--- src/rtl/mc_ctrl.sv ---
// mc_ctrl: multicycle MIPS-subset control FSM (FETCH/DECODE/EXEC/MEM/WB/HALT).
// Optional feature: define MC_CTRL_ILLEGAL_TRAP_EN to trap unsupported instructions into HALT.
module mc_ctrl (
  input  logic        clk,
  input  logic        reset,
  input  logic [5:0]  opcode,
  input  logic [5:0]  func,
  input  logic        zero,
  input  logic        dm_ready,
  output logic        PCWR,
  output logic        IRWR,
  output logic        RFWR,
  output logic        DMWR,
  output logic        dm_req,
  output logic [2:0]  NPCOP,
  output logic [2:0]  ALUOP,
  output logic [1:0]  EXTOP,
  output logic [1:0]  M1,
  output logic [1:0]  M2,
  output logic        M3,
  output logic [1:0]  WBH,
  output logic [2:0]  state,
  output logic        done,
  output logic [31:0] retired,
  output logic        illegal
);

  typedef enum logic [2:0] {
    StFetch  = 3'd0,
    StDecode = 3'd1,
    StExec   = 3'd2,
    StMem    = 3'd3,
    StWb     = 3'd4,
    StHalt   = 3'd5
  } state_e;

  typedef enum logic [2:0] {
    InsAlu, InsLoad, InsStore, InsBeq, InsJ, InsJal, InsJr, InsBad
  } ins_e;

  state_e      state_q, state_d;
  ins_e        ins;
  logic [2:0]  alu_sel;
  logic [1:0]  ext_sel;
  logic [1:0]  wbh_sel;
  logic        imm_sel;
  logic        pcwr_c, irwr_c, rfwr_c, dmwr_c, dmreq_c;
  logic [31:0] retired_q;

  // Instruction class and per-instruction datapath selects, decoded from the IR fields.
  always_comb begin
    ins     = InsBad;
    alu_sel = 3'b000;
    ext_sel = 2'b00;
    wbh_sel = 2'b00;
    imm_sel = 1'b0;
    case (opcode)
      6'b000000: begin
        case (func)
          6'b100001: ins = InsAlu;
          6'b100011: begin ins = InsAlu; alu_sel = 3'b001; end
          6'b101011: begin ins = InsAlu; alu_sel = 3'b011; end
          6'b000000: begin ins = InsAlu; alu_sel = 3'b100; end
          6'b001000: ins = InsJr;
          default:   ins = InsBad;
        endcase
      end
      6'b001101: begin ins = InsAlu; alu_sel = 3'b010; ext_sel = 2'b01; imm_sel = 1'b1; end
      6'b001111: begin ins = InsAlu; ext_sel = 2'b10; imm_sel = 1'b1; end
      6'b001000: begin ins = InsAlu; imm_sel = 1'b1; end
      6'b100011: begin ins = InsLoad; imm_sel = 1'b1; end
      6'b100000: begin ins = InsLoad; imm_sel = 1'b1; wbh_sel = 2'b01; end
      6'b100001: begin ins = InsLoad; imm_sel = 1'b1; wbh_sel = 2'b10; end
      6'b101011: begin ins = InsStore; imm_sel = 1'b1; end
      6'b101000: begin ins = InsStore; imm_sel = 1'b1; wbh_sel = 2'b01; end
      6'b101001: begin ins = InsStore; imm_sel = 1'b1; wbh_sel = 2'b10; end
      6'b000100: begin ins = InsBeq; alu_sel = 3'b001; end
      6'b000010: ins = InsJ;
      6'b000011: ins = InsJal;
      default:   ins = InsBad;
    endcase
  end

  always_comb begin
    state_d = state_q;
    pcwr_c  = 1'b0;
    irwr_c  = 1'b0;
    rfwr_c  = 1'b0;
    dmwr_c  = 1'b0;
    dmreq_c = 1'b0;
    NPCOP   = 3'b000;
    ALUOP   = 3'b000;
    EXTOP   = 2'b00;
    M1      = 2'b00;
    M2      = 2'b00;
    M3      = 1'b0;
    WBH     = 2'b00;
    done    = 1'b0;
    // Operand selects stay stable for the whole execute/memory/writeback span.
    if (state_q inside {StExec, StMem, StWb}) begin
      ALUOP = alu_sel;
      EXTOP = ext_sel;
      M3    = imm_sel;
      WBH   = wbh_sel;
    end
    case (state_q)
      StFetch: begin
        pcwr_c  = 1'b1;
        irwr_c  = 1'b1;
        state_d = StDecode;
      end
      StDecode: begin
        if (ins != InsBad) begin
          state_d = StExec;
        end else begin
`ifdef MC_CTRL_ILLEGAL_TRAP_EN
          state_d = StHalt;
`else
          state_d = StFetch;
          done    = 1'b1;
`endif
        end
      end
      StExec: begin
        state_d = StFetch;
        case (ins)
          InsAlu:            state_d = StWb;
          InsLoad, InsStore: state_d = StMem;
          InsBeq: begin
            NPCOP  = 3'b001;
            pcwr_c = zero;
            done   = 1'b1;
          end
          InsJ: begin
            NPCOP  = 3'b010;
            pcwr_c = 1'b1;
            done   = 1'b1;
          end
          InsJal: begin
            NPCOP  = 3'b010;
            pcwr_c = 1'b1;
            rfwr_c = 1'b1;
            M1     = 2'b10;
            M2     = 2'b10;
            done   = 1'b1;
          end
          InsJr: begin
            NPCOP  = 3'b011;
            pcwr_c = 1'b1;
            done   = 1'b1;
          end
          default: state_d = StFetch;
        endcase
      end
      StMem: begin
        dmreq_c = 1'b1;
        dmwr_c  = (ins == InsStore);
        if (dm_ready) begin
          if (ins == InsLoad) begin
            state_d = StWb;
          end else begin
            state_d = StFetch;
            done    = 1'b1;
          end
        end
      end
      StWb: begin
        rfwr_c  = 1'b1;
        M1      = (opcode == 6'b000000) ? 2'b01 : 2'b00;
        M2      = (ins == InsLoad) ? 2'b01 : 2'b00;
        done    = 1'b1;
        state_d = StFetch;
      end
      StHalt: begin
`ifdef MC_CTRL_ILLEGAL_TRAP_EN
        state_d = StHalt;
`else
        state_d = StFetch;
`endif
      end
      default: state_d = StFetch;
    endcase
  end

  always_ff @(posedge clk or posedge reset) begin
    if (reset) begin
      state_q <= StFetch;
    end else begin
      state_q <= state_d;
    end
  end

  always_ff @(posedge clk or posedge reset) begin
    if (reset) begin
      retired_q <= 32'd0;
    end else if (done) begin
      retired_q <= retired_q + 32'd1;
    end
  end

`ifdef MC_CTRL_ILLEGAL_TRAP_EN
  logic illegal_q;
  always_ff @(posedge clk or posedge reset) begin
    if (reset) begin
      illegal_q <= 1'b0;
    end else if (state_q == StDecode && ins == InsBad) begin
      illegal_q <= 1'b1;
    end
  end
  assign illegal = illegal_q;
`else
  assign illegal = 1'b0;
`endif

  // Reset is asynchronous, so enables are gated combinationally while it is held.
  assign PCWR    = pcwr_c & ~reset;
  assign IRWR    = irwr_c & ~reset;
  assign RFWR    = rfwr_c & ~reset;
  assign DMWR    = dmwr_c & ~reset;
  assign dm_req  = dmreq_c & ~reset;
  assign state   = state_q;
  assign retired = retired_q;

endmodule
--- config.mk ---
export PLATFORM = sky130hd
export DESIGN_NAME = mc_ctrl
export DESIGN_NICKNAME = d
export VERILOG_FILES = /design/src/rtl/mc_ctrl.sv
export SDC_FILE = /design/constraint.sdc
export NUM_CORES = 1
export LEC_CHECK = 0
export BUFFER_PORTS_ARGS = -buffer_cell sky130_fd_sc_hd__buf_2
export CAP_MARGIN = 20
export CORE_UTILIZATION = 25
export CTS_CLUSTER_DIAMETER = 50
export DETAILED_ROUTE_END_ITERATION = 10
export SLEW_MARGIN = 25
export SYNTH_ARGS = -nofsm -noshare
export SYNTH_HDL_FRONTEND = slang
export SYNTH_SLANG_ARGS = --single-unit
--- constraint.sdc ---
create_clock -name clk -period 3.65 [get_ports clk]
set_input_delay 0.73 -clock clk [delete_from_list [all_inputs] [get_ports clk]]
set_output_delay 0.73 -clock clk [all_outputs]
set_load 0.01 [all_outputs]
==> reports/results.ini <==
[status]
status = completed

[worst_setup_path]
r2r-end = retired[31]
critPathMaxStageDelay_ns = 0.52
crit_end = PCWR
required_ns = 2.92
cp-end-kind = output port
cpMostUsedCell = buf_2
cp_top_family = compound AO/OA/AOI/OAI gates
reg2reg_from = retired[3]
r2r_slack_ns = 1.02
path_class = input pin to output port
r2r_cells = 8
setup.worst_path.start_class = input pin
crit_chain = buf_2 > or4_1 > a21boi_0 > o21ai_2 > a22oi_1 > o311a_1 > nor4_1 > buf_2
critPathSlowestCell = or4_1
arrival_ns = 2.74
cp_num_cells = 8
crit_buf_inv = 2
crit_fanout = 6
startpoint = func[1]

[pwr]
power_leakage_uw = 0.00142
sw_frac_of_total_pct = 37.7
cellPowerDensity_nw_per_um2 = 469
ir_drop_uv = 208
switchingPower_uw = 498
p_int_uw = 825
pwr-share-comb_pct = 33.4
clkPwrFrac_pct = 27.0
p_seq_share_pct = 39.5

[sta]
fin_hold_ws_ns = 0.460
setup_violations = 0
max_freq_ghz = 0.288
min_period_over_period_pct = 95.1
finalMaxSlewViolations = 0
period_minus_slack_ns = 3.47
hold_viol_final = 0
setup_tns_ns = 0
skew_ns = 0.00823
rsz0062_at_grt = no

[logic_synthesis]
synth.area.top_cells = dfrtp_1 (39%), xor2_1 (10%), nor3_1 (5.5%)
synth_top_area_share_pct = 38.5
synth_area_leader_cell = dfrtp_1
synth_ff_type = dfrtp_1
synthesis.area_sq_um = 2270
syn_avg_cell_area_sq_um = 9.02
yosysWarnings = 0
yosys.cell_count.top_type = dfrtp_1
yosysSeqAreaShare_pct = 38.5
async_reset_ff_share_pct = 100
synth_top_cells_by_count = dfrtp_1 (35), xor2_1 (26), nor3_1 (25)
ys_ff_latch = 35
netlist-cell-type-count = 52
synth-edff-count = 0
synth_cells = 252

[clock_tree]
cts_tree = done
clkTransAtPathRegs_ns = 0.07
clock_latency_ns = 0.28
h-tree-depth = 2
clock_sinks = 35
cts_buffers = 5
cts-root-buf = clkbuf_8
cts_buffer_depth = 2
cts_setup_buffers = 0
postCtsResizedCells = 0
ctsHoldBuffers = 0

[finish]
fillCellCount = 917
stdcell_area_sq_um = 2820
nNetsFinal = 336
drive_above_1_share_pct = 31.9
diodes = 0
instances_no_fill = 428
syn2layout_area_growth_pct = 24.2

[routing]
drc = 0
met3_length_um = 207
top_layer_used = met4
route.met2.wl_um = 2740
first_iter_violations = 157
ant_nets = 0
vias_per_cell = 4.87
met1_length_um = 2610
wl_um = 5610
vias = 2083
wl_per_cell_um = 13.1
firstDrtPassIters = 4

[global_route]
grt_pass1_wl_um = 9360
grt-ovfl-total = 0
grt_pass1_vias = 1991
grt_use_total_pct = 12.0
grt_max_degree = 36
grt_antenna_before_repair = 0

[floorplan]
dieArea_sq_um = 9480
start_util_pct = 25.9
core_sq_um = 8760
die_x_um = 97.4
io-pin-count = 73
die_h_um = 97.4
num_rows = 34

[placement]
dp_cells = 420
globalplace.congestion = 0.814
dpl-instance-area_sq_um = 2710
dp_hpwl_um = 4230
port_buffers = 70

[hold_path]
hold_path.class = flip-flop to flip-flop
hold_path_depth = 1

[run]
cap_violations = 0

layout make-up:
class                   count  area (sq um)  share of cell area, %
clock buffers               6          82.6                   2.93
clock inverters             2          35.0                   1.24
inverters                  14          52.6                   1.86
multi-input cells         189          1260                   44.7
flip-flops and latches     35           876                   31.0
well taps                 108           135                   4.79
repair buffers             74           380                   13.5
power by group through the flow:
stage	logic [uW]	clock network [uW]	registers [uW]
6_report	442	357	523
5_1_grt	496	382	533
4_1_cts	448	368	523
3_5_place_dp	446	0	530
3_3_place_gp	445	0	527
2_1_floorplan	307	0	522
per-layer routing:
layer / vias to the layer above / track usage [%]
li1: 1024 / -
met1: 1006 / 16.2
met2: 49 / 19.4
met3: 4 / 2.30
met4: 0 / 3.39
met5: - / 0
kinds of logic (layout without fill, tap and decap cells):
group,after synthesis,after routing,share of synthesized area (%)
compound gates,26,26,8.92
xor+xnor,33,33,12.7
fa+ha+maj,1,1,0.550
buf+inv,29,96,6.16
flops,35,35,38.5
mux,3,3,1.38
other cells,1,2,0.165
simple gates,124,124,31.6
sequential cells by signal, indices dropped and copies added, names as in the netlist:
| register | count |
|---|---|
| retired | 32 |
| state | 3 |
worst min path at each step:
stage               slack, ns     endpoint   startpoint
CTS                      0.47  retired[31]  retired[31]
floorplan                0.50  retired[31]  retired[31]
global route             0.48  retired[31]  retired[31]
global placement         0.45  retired[31]  retired[31]
finish                   0.46  retired[31]  retired[31]
detailed placement       0.45  retired[31]  retired[31]
worst register-to-register path, delay by kind of cell (launching register included):
kind,cells,cell delay [ns]
xor gates and xnor gates,1,0.17
and+or+nand+nor,7,1.93
DFF,1,0.46
cells in the final DEF, fill, tap and decap left out, drive strengths merged, types with 2 or more instances in the layout:
master and count:
a21oi 5, a31oi 3, and3 6, and4 3
buf 74, clkbuf 6, conb 2, dfrtp 35
inv 14, mux2i 2, nand2 15, nand2b 2
nand3 12, nand3b 2, nand4 7, nor2 19
nor2b 2, nor3 25, nor3b 2, nor4 14
o21ai 3, o311ai 2, or2 9, or4 3
xnor2 7, xor2 26
stage by stage:
stage / setup slack [ns] / total power (uW) / utilization (%)
after floorplan: 0.426 / 829 / -
after global routing: 0.0637 / 1410 / 32.2
after detailed placement: 0.186 / 976 / 30.9
final: 0.177 / 1320 / 32.2
after global placement: 0.156 / 972 / 30.9
after CTS: 0.182 / 1340 / 32.2
No activity file was read; power rests on OpenSTA's default activity.
